[src/rtl/result_readout_pkg.sv]
// Shared types and constants for the EPU result SRAM owner and host read-back path.
package result_readout_pkg;

    typedef enum logic [1:0] {
        IDLE      = 2'd0,
        EPU_W     = 2'd1,
        WRAPPER_R = 2'd2
    } readout_state_t;

    localparam int DEPTH_DEF = 2;

    localparam logic WRITE_ENB = 1'b1;
    localparam logic WRITE_DIS = 1'b0;

    function automatic int cnt_width(input int depth);
        return $clog2(depth + 1);
    endfunction

endpackage

[src/rtl/result_skid_fifo.sv]
// Small skid FIFO that absorbs the read data already in flight from the SRAM
// when the host stalls the output channel.
module result_skid_fifo
    import result_readout_pkg::*;
#(
    parameter int DEPTH  = DEPTH_DEF,
    parameter int DATA_W = 32,
    localparam int CNT_W = cnt_width(DEPTH),
    localparam int PTR_W = (DEPTH > 1) ? $clog2(DEPTH) : 1
) (
    input  logic              clk,
    input  logic              rstn,
    input  logic              push,
    input  logic [DATA_W-1:0] push_data,
    input  logic              pop,
    output logic [DATA_W-1:0] head,
    output logic              full,
    output logic              empty,
    output logic [CNT_W-1:0]  count
);

    logic [DATA_W-1:0] mem [DEPTH];
    logic [PTR_W-1:0]  wr_ptr;
    logic [PTR_W-1:0]  rd_ptr;

    function automatic logic [PTR_W-1:0] ptr_inc(input logic [PTR_W-1:0] p);
        return (p == PTR_W'(DEPTH - 1)) ? '0 : p + 1'b1;
    endfunction

    // NOTE: the storage is only a couple of words, so it is reset along with the
    // pointers; that keeps rdata at zero out of reset instead of showing garbage.
    // NOTE: state is updated with <= so every register samples pre-edge values.
    always_ff @(posedge clk or negedge rstn) begin
        if (!rstn) begin
            wr_ptr <= '0;
            rd_ptr <= '0;
            count  <= '0;
            for (int i = 0; i < DEPTH; i++) mem[i] <= '0;
        end else begin
            if (push) begin
                mem[wr_ptr] <= push_data;
                wr_ptr      <= ptr_inc(wr_ptr);
            end
            if (pop) rd_ptr <= ptr_inc(rd_ptr);
            case ({push, pop})
                2'b10:   count <= count + 1'b1;
                2'b01:   count <= count - 1'b1;
                default: ;
            endcase
        end
    end

    assign head  = mem[rd_ptr];
    assign full  = (count == CNT_W'(DEPTH));
    assign empty = (count == '0);

endmodule

[src/rtl/result_readout_wrapper.sv]
// Owns the EPU result SRAM port: EPU writes while computing, then the host
// streams results out over a valid/ready channel with a 2-cycle read latency.
module result_readout_wrapper
    import result_readout_pkg::*;
#(
    parameter int ADDR_W = 14,
    parameter int DATA_W = 32,
    parameter int DEPTH  = DEPTH_DEF
) (
    input  logic              clk,
    input  logic              rstn,
    input  logic              enb_i,
    input  logic              epu_start_i,
    input  logic              epu_done_i,
    input  logic              rdfin_i,
    input  logic              epu_cs_i,
    input  logic              epu_oe_i,
    input  logic [ADDR_W-1:0] epu_addr_i,
    input  logic              epu_wreq_i,
    input  logic [DATA_W-1:0] epu_wdata_i,
    output logic [DATA_W-1:0] epu_rdata_o,
    input  logic              rd_req_i,
    input  logic [ADDR_W-1:0] rd_addr_i,
    output logic              rd_gnt_o,
    output logic              rvalid_o,
    output logic [DATA_W-1:0] rdata_o,
    input  logic              rready_i,
    output logic              busy_o,
    output logic              sram_cs_o,
    output logic              sram_oe_o,
    output logic [ADDR_W-1:0] sram_addr_o,
    output logic              sram_wreq_o,
    output logic [DATA_W-1:0] sram_wdata_o,
    input  logic [DATA_W-1:0] sram_rdata_i
);

    localparam int CNT_W = cnt_width(DEPTH);

    readout_state_t   state_q;
    readout_state_t   state_d;
    logic             inflight_q;
    logic             pop;
    logic             fifo_full;
    logic             fifo_empty;
    logic [CNT_W-1:0] fifo_count;
    logic [CNT_W:0]   occupancy;

    always_ff @(posedge clk or negedge rstn) begin
        if (!rstn) state_q <= IDLE;
        else       state_q <= state_d;
    end

    // NOTE: every always_comb output gets a default first so no path infers a latch.
    always_comb begin
        state_d = state_q;
        unique case (state_q)
            IDLE:      if (enb_i && epu_start_i) state_d = EPU_W;
            EPU_W:     if (epu_done_i)           state_d = WRAPPER_R;
            WRAPPER_R: if (enb_i && rdfin_i && !inflight_q && fifo_empty) state_d = IDLE;
            default:   state_d = IDLE;
        endcase
    end

    always_comb begin
        sram_cs_o    = 1'b0;
        sram_oe_o    = 1'b0;
        sram_addr_o  = '0;
        sram_wreq_o  = WRITE_DIS;
        sram_wdata_o = '0;
        epu_rdata_o  = '0;
        busy_o       = (state_q != IDLE);
        unique case (state_q)
            EPU_W: begin
                sram_cs_o    = epu_cs_i;
                sram_oe_o    = epu_oe_i;
                sram_addr_o  = epu_addr_i;
                sram_wreq_o  = epu_wreq_i;
                sram_wdata_o = epu_wdata_i;
                epu_rdata_o  = sram_rdata_i;
            end
            WRAPPER_R: begin
                sram_cs_o   = rd_gnt_o;
                sram_oe_o   = rd_gnt_o;
                sram_addr_o = rd_addr_i;
            end
            default: ;
        endcase
    end

    // Grant only while the words already owed to the host still leave room in the FIFO.
    assign pop       = rvalid_o & rready_i;
    assign occupancy = (CNT_W+1)'(fifo_count) + (CNT_W+1)'(inflight_q) - (CNT_W+1)'(pop);

    always_comb begin
        rd_gnt_o = (state_q == WRAPPER_R) && enb_i && rd_req_i && !rdfin_i
                   && (occupancy < (CNT_W+1)'(DEPTH));
    end

    always_ff @(posedge clk or negedge rstn) begin
        if (!rstn) inflight_q <= 1'b0;
        else       inflight_q <= rd_gnt_o;
    end

    result_skid_fifo #(
        .DEPTH  (DEPTH),
        .DATA_W (DATA_W)
    ) u_fifo (
        .clk       (clk),
        .rstn      (rstn),
        .push      (inflight_q),
        .push_data (sram_rdata_i),
        .pop       (pop),
        .head      (rdata_o),
        .full      (fifo_full),
        .empty     (fifo_empty),
        .count     (fifo_count)
    );

    assign rvalid_o = ~fifo_empty;

    push_never_into_full: assert property (
        @(posedge clk) disable iff (!rstn) !(inflight_q && fifo_full && !pop)
    );

endmodule

[config.mk]
export PLATFORM = sky130hd
export DESIGN_NAME = result_readout_wrapper
export DESIGN_NICKNAME = d
export VERILOG_FILES = /design/src/rtl/result_readout_pkg.sv /design/src/rtl/result_skid_fifo.sv /design/src/rtl/result_readout_wrapper.sv
export SDC_FILE = /design/constraint.sdc
export NUM_CORES = 1
export LEC_CHECK = 0
export ABC_AREA = 0
export BUFFER_PORTS_ARGS = -buffer_cell sky130_fd_sc_hd__buf_4
export CAP_MARGIN = 20
export CORE_ASPECT_RATIO = 2
export CORE_MARGIN = 8
export CORE_UTILIZATION = 48
export DETAILED_ROUTE_END_ITERATION = 16
export GPL_ROUTABILITY_DRIVEN = 0
export HOLD_SLACK_MARGIN = 0.1
export PLACE_DENSITY = 0.86
export SETUP_SLACK_MARGIN = 0.3
export SKIP_CTS_REPAIR_TIMING = 1
export SLEW_MARGIN = 20
export SYNTH_ARGS = -nofsm -noshare
export SYNTH_HDL_FRONTEND = slang
export SYNTH_SLANG_ARGS = --single-unit
[constraint.sdc]
create_clock -name clk -period 4.2 [get_ports clk]
set_clock_uncertainty 0.15 [all_clocks]
set_input_delay 0.42 -clock clk [delete_from_list [all_inputs] [get_ports clk]]
set_output_delay 0.42 -clock clk [all_outputs]
set_load 0.05 [all_outputs]
* Yosys cells after proc, flatten, opt, wreduce, memory -nomap -nowiden
Index checks and enable logic that the tools add are counted.
** Operators by class
- Add/sub/neg operators :: 6
- $lt $le $gt $ge :: 4
- Equality and inequality tests :: 7
- Multiplexer cells :: 19
- Bitwise gates (word level) :: 4
- Reductions and logical operators :: 16
** Operators by type and width (count)
- two-way mux 32 bit :: 6
- bitwise mux 64 bit :: 1
- demux 32 bit (select 1 bit) :: 1
- one-hot mux 14 bit (2 select lines) :: 1
- logical AND 1 bit :: 9
- two-way mux 2 bit :: 3
- != test 2 bit (second input constant) :: 3
- one-hot mux 2 bit (3 select lines) :: 1
- == test 2 x 1 -> 1 bit (second input constant) :: 2
- == test 2 bit (second input constant) :: 2
- >= comparator 2 bit (second input constant) :: 2
- logical NOT 2 bit :: 2
- NOT 1 -> 2 bit :: 2
- one-hot mux 1 bit (2 select lines) :: 2
- one-hot mux 2 bit (2 select lines) :: 1
- nonzero test 2 bit :: 2
- adder 2 x 1 -> 3 bit :: 1
- < comparator 3 x 2 -> 1 bit (second input constant) :: 1
- two-way mux 1 bit :: 3
- AND reduction 3 bit :: 1
- subtractor 3 x 1 -> 3 bit :: 1
- adder 1 bit (second input constant) :: 2
- adder 2 x 1 -> 2 bit (second input constant) :: 1
- logical NOT 1 bit :: 2
- other kinds (4) :: 4
** Word-level totals
- Flip-flop bits (word level) :: 71
- Output and inout bits :: 116

* Longest topological paths before layout
- Word-level depth :: 7
- Gate-level depth with buffers :: 7

* Cells and area by module
A second synthesis with hierarchy kept.
** Unflattened totals
- Cells, all modules :: 323
- Area, all modules :: 3902.5 um^2
** By module, submodules not included
- result_skid_fifo :: times used 1, cells an instance 186, area each 2930.3 um^2, seq. area each 1701.6 um^2
- result_readout_wrapper :: times used 1, cells an instance 137, area each 972.2 um^2, seq. area each 75.1 um^2

* Worst setup path before layout
No wires, ideal clock.
- Path type :: flip-flop to output port
- From :: register u_fifo.count[1]
- To :: output sram_cs_o
- Arrival time :: 2.807 ns
- Required time :: 3.630 ns
- Slack :: 0.823 ns
- Stages on the path, launching flop included :: 8
- Path through :: dfrtp_1 -> and3b_1 -> a21oi_1 -> or2b_1 -> fa_1 -> and3_1 -> nand3_1 -> a21boi_0
** On the way
- Cells in the longest elaborated chain, start to end :: 7
** Ends and longest elaborated chain
- from (decl) :: RTL line result_skid_fifo.sv:19 : output logic [CNT_W-1:0] count
- from (signal assigned) :: RTL line result_skid_fifo.sv:46 : 2'b10: count <= count + 1'b1;
- from (signal assigned) :: RTL line result_skid_fifo.sv:47 : 2'b01: count <= count - 1'b1;
- parallel branches: the longest is 3 deep, another holds adder 2 x 1 -> 3 bit
- subtractor 3 x 1 -> 3 bit (*) :: RTL line result_readout_wrapper.sv:92 : assign occupancy = (CNT_W+1)'(fifo_count) + (CNT_W+1)'(inflight_q) - (CNT_W+1)'(pop);
- < comparator 3 x 2 -> 1 bit (*) :: RTL line result_readout_wrapper.sv:96 : && (occupancy < (CNT_W+1)'(DEPTH));
- logical AND 1 bit (*) :: RTL line result_readout_wrapper.sv:96
- one-hot mux 1 bit (2 select lines) (*) :: RTL line result_readout_wrapper.sv:72 : unique case (state_q)
- to (decl) :: RTL line result_readout_wrapper.sv:29 : output logic sram_cs_o,
Mark *: on every way between the ends.

* Worst setup path after layout
- From :: register u_fifo.count[1]
- To :: output sram_oe_o
** On the way
- Cells in the longest elaborated chain, start to end :: 7
** Ends and longest elaborated chain
- parallel branches: the longest is 3 deep, another holds adder 2 x 1 -> 3 bit
- subtractor 3 x 1 -> 3 bit (*) :: RTL line result_readout_wrapper.sv:92
- < comparator 3 x 2 -> 1 bit (*) :: RTL line result_readout_wrapper.sv:96
- logical AND 1 bit (*) :: RTL line result_readout_wrapper.sv:96
- one-hot mux 1 bit (2 select lines) (*) :: RTL line result_readout_wrapper.sv:72
- to (decl) :: RTL line result_readout_wrapper.sv:30 : output logic sram_oe_o,
Marks and branches as above.

==> out/metrics.csv <==
stage,metric,value,unit
run_status,status,"complete, no violations",
setup_path,CP Cell Sequence,and3b_1 > a21oi_1 > or2b_1 > fa_1 > and3_1 > nand3_1 > a21boi_0 > buf_4,
die,Starting Density,0.4908,
sta,final setup vio count,0,
cells_and_area,Final Cell Area,5832,um2
setup_path,"Req. time, crit path",3630,ps
synthesis,Post-synth top flop,dfrtp_1,
synthesis,synthesized flop and latch total,71,
power,LEAKAGE,2.906,nW
synthesis,syn nets,430,
power,total power per unit cell area,954.0,nW/um2
synthesis,Netlist cell types,30,
global_route,initial antenna violation count,0,
setup_path,CP endpoint,sram_oe_o,
clock_network,H-tree Lvls,3,
routing,initial DRC count,179,
setup_path,Critical Path AT,2670,ps
sta,worst relative slew slack,0.3257,
routing,DR pass1 iterations,4,
sta,final worst slack,959.3,ps
setup_path,Setup crit start,u_fifo.count[1],
sta,Final Hold Viols,0,
synthesis,mapped cell area,3870,um2
cells_and_area,Syn-to-layout area delta,50.70,%
cells_and_area,final net count,638,
cells_and_area,share of post-route cells with drive strength above 1,0.6203,
sta,worst-margin pin slew,1009,ps
placed_design,# port buffers,218,
global_route,largest net degree at the start of global routing,83,
die,Site Rows,46,
synthesis,Post-synth top cells,"mux2_2, dfrtp_1, and2_1, nor2b_1, clkbuf_1",
synthesis,cell taking the most area after synthesis,dfrtp_1,
routing,via count,3287,
synthesis,asr flop ratio synth,1.000,
setup_path,crit-path max FO,8,
synthesis,Yosys top cell area share,0.4591,
die,Die Wd,79.49,um
routing,drt total wl,12550,um
setup_path,reg2reg end,state_q[1],
setup_path,worst flop-to-flop path startpoint,state_q[1],
synthesis,most numerous cell in the Yosys netlist,mux2_2,
synthesis,synth top area cells,"dfrtp_1, mux2_2, and2_1, nor2b_1, a22oi_1",
global_route,first-pass GRT wire length,19240,um
job,max cap viols,0,
synthesis,YS warnings,0,
clock_network,Clock transition at path regs,50,ps
setup_path,slowest cell delay on critical path,480,ps
synthesis,sequential area share after synthesis,0.4591,
clock_network,root buf cell,clkbuf_16,
sta,period utilization,0.7716,
global_route,Global Route Usage Sum,0.2214,
die,boundary pin count,219,
clock_network,CTS tree,done,
synthesis,Post-synth EDFFs,0,
clock_network,clock tree sinks,71,
routing,vias per cell,5.234,
sta,setup_tns,0,ps
clock_network,Num CTS Buffers,9,
synthesis,gate count of the mapped netlist,322,
sta,Final Max Tran Viols,0,
cells_and_area,Filler cells,592,
setup_path,Startpoint Class,flop,
setup_path,worst-case reg-to-reg path depth,5,
die,Core Footprint,7885,um2
setup_path,path type of the worst setup path,reg -> out,
clock_network,clock tree buffer depth,2,
clock_network,worst skew pair latency,320,ps
power,"IR drop worst, VDD",0.0005680,V
global_route,vias in the first global route,3737,
sta,RSZ-0062 raised after global routing,no,
sta,Final min period,3241,ps
power,Pwr Total,5.564,mW
global_route,total gr overflow,0,
sta,Max Clk Rate,308.6,MHz
synthesis,Syn Area/Cell,12.02,um2
routing,DR WL/cell,19.98,um
cells_and_area,ANT cells,0,
worst_hold_path,Tightest Hold Check Type,in -> async,
placed_design,Placement Setup Slack,1333,ps
routing,DR DRC count,0,
routing,Routed Antenna Nets,0,
setup_path,crit path capture type,output port,
die,die height,143.0,um
die,total die area,11370,um2
setup_path,slowest CP cell,dfrtp_1,
setup_path,reg2reg setup slack,2040,ps
placed_design,Detailed Place HPWL,9935,um
placed_design,Post-DP Area,5554,um2
==> state kept, by name (all words and copies together), names as in the netlist <==
name / count
state_q: 2
inflight_q: 1
u_fifo.wr_ptr: 1
u_fifo.count: 2
u_fifo.rd_ptr: 1
u_fifo.mem: 64
==> per-layer routing <==
layer | track usage | up-vias | share of wire
met2 | 0.3769 | 172 | 0.52
met1 | 0.2091 | 1594 | 0.33
met5 | 0 | - | 0
met3 | 0.1316 | 12 | 0.13
li1 | - | 1509 | -
met4 | 0.08260 | 0 | 0.015
==> cells in the final DEF (no fill, tap or decap), drive strengths merged <==
| cell type | n |
|---|---|
| buf | 220 |
| mux2 | 97 |
| dfrtp | 71 |
| and2 | 65 |
| nor2b | 17 |
| a22oi | 14 |
| clkbuf | 11 |
| inv | 5 |
| nand2 | 4 |
| ha | 4 |
| a21oi | 3 |
| xnor2 | 3 |
| a21boi | 3 |
| or2 | 1 |
| and3b | 1 |
| or2b | 1 |
| and3 | 1 |
| nand3 | 1 |
| or4b | 1 |
| a2111oi | 1 |
| mux2i | 1 |
| xor2 | 1 |
| nand2b | 1 |
| and4 | 1 |
| nor3 | 1 |
| fa | 1 |
| bufinv | 1 |
| clkinv | 1 |
==> cell families after synthesis <==
family                     share of synthesized area
muxes                                         0.2858
and+or+nand+nor                               0.1539
DFF                                           0.4591
buffers and inverters                        0.03007
AOI/OAI and AO/OA                            0.04397
adders and majority gates                    0.01811
xor gates and xnor gates                    0.009054
==> worst max-delay path, delay by kind of cell (launching register included) <==
kind	cells	cell delay, ps
flops	1	480
fa+ha+maj	1	480
buf+inv	1	250
compound gates	2	350
simple gates	4	780
==> cell type report <==
class                           instances  area [um2]  share of cell area
Inverter                                5       18.77            0.003218
Tap cell                               96       120.1             0.02060
Sequential cell                        71        1777              0.3047
Timing Repair Buffer                  220        1652              0.2832
Clock buffer                           11       232.7             0.03991
Multi-Input combinational cell        223        1997              0.3424
Clock inverter                          2       35.03            0.006007
==> stage by stage <==
stage	hold slack (ps)	cells	utilization
detailed placement	324.2	615	0.7044
CTS	100.2	628	0.7383
global placement	313.4	615	0.7044
finish	63.17	628	0.7396
floorplan	-25.59	322	-
global route	144.7	628	0.7396
==> report_power, final <==
part	internal (mW)	switching (mW)	total (mW)
logic	1.29	2.38	3.68
registers	0.991	0.192	1.18
clock network	0.448	0.254	0.703
==> how the worst min path moves through the flow <==
stage | startpoint | endpoint | slack, ps | cells past startpoint
final | rstn | inflight_q | 60 | 1
after global routing | rstn | u_fifo.mem[6] | 140 | 1
after CTS | rstn | u_fifo.mem[6] | 100 | 1
after detailed placement | u_fifo.mem[56] | u_fifo.mem[56] | 320 | 1
after global placement | u_fifo.mem[56] | u_fifo.mem[56] | 310 | 1
after floorplan | rstn | inflight_q | -30 | 0
Power figures use the tool's default switching activity.
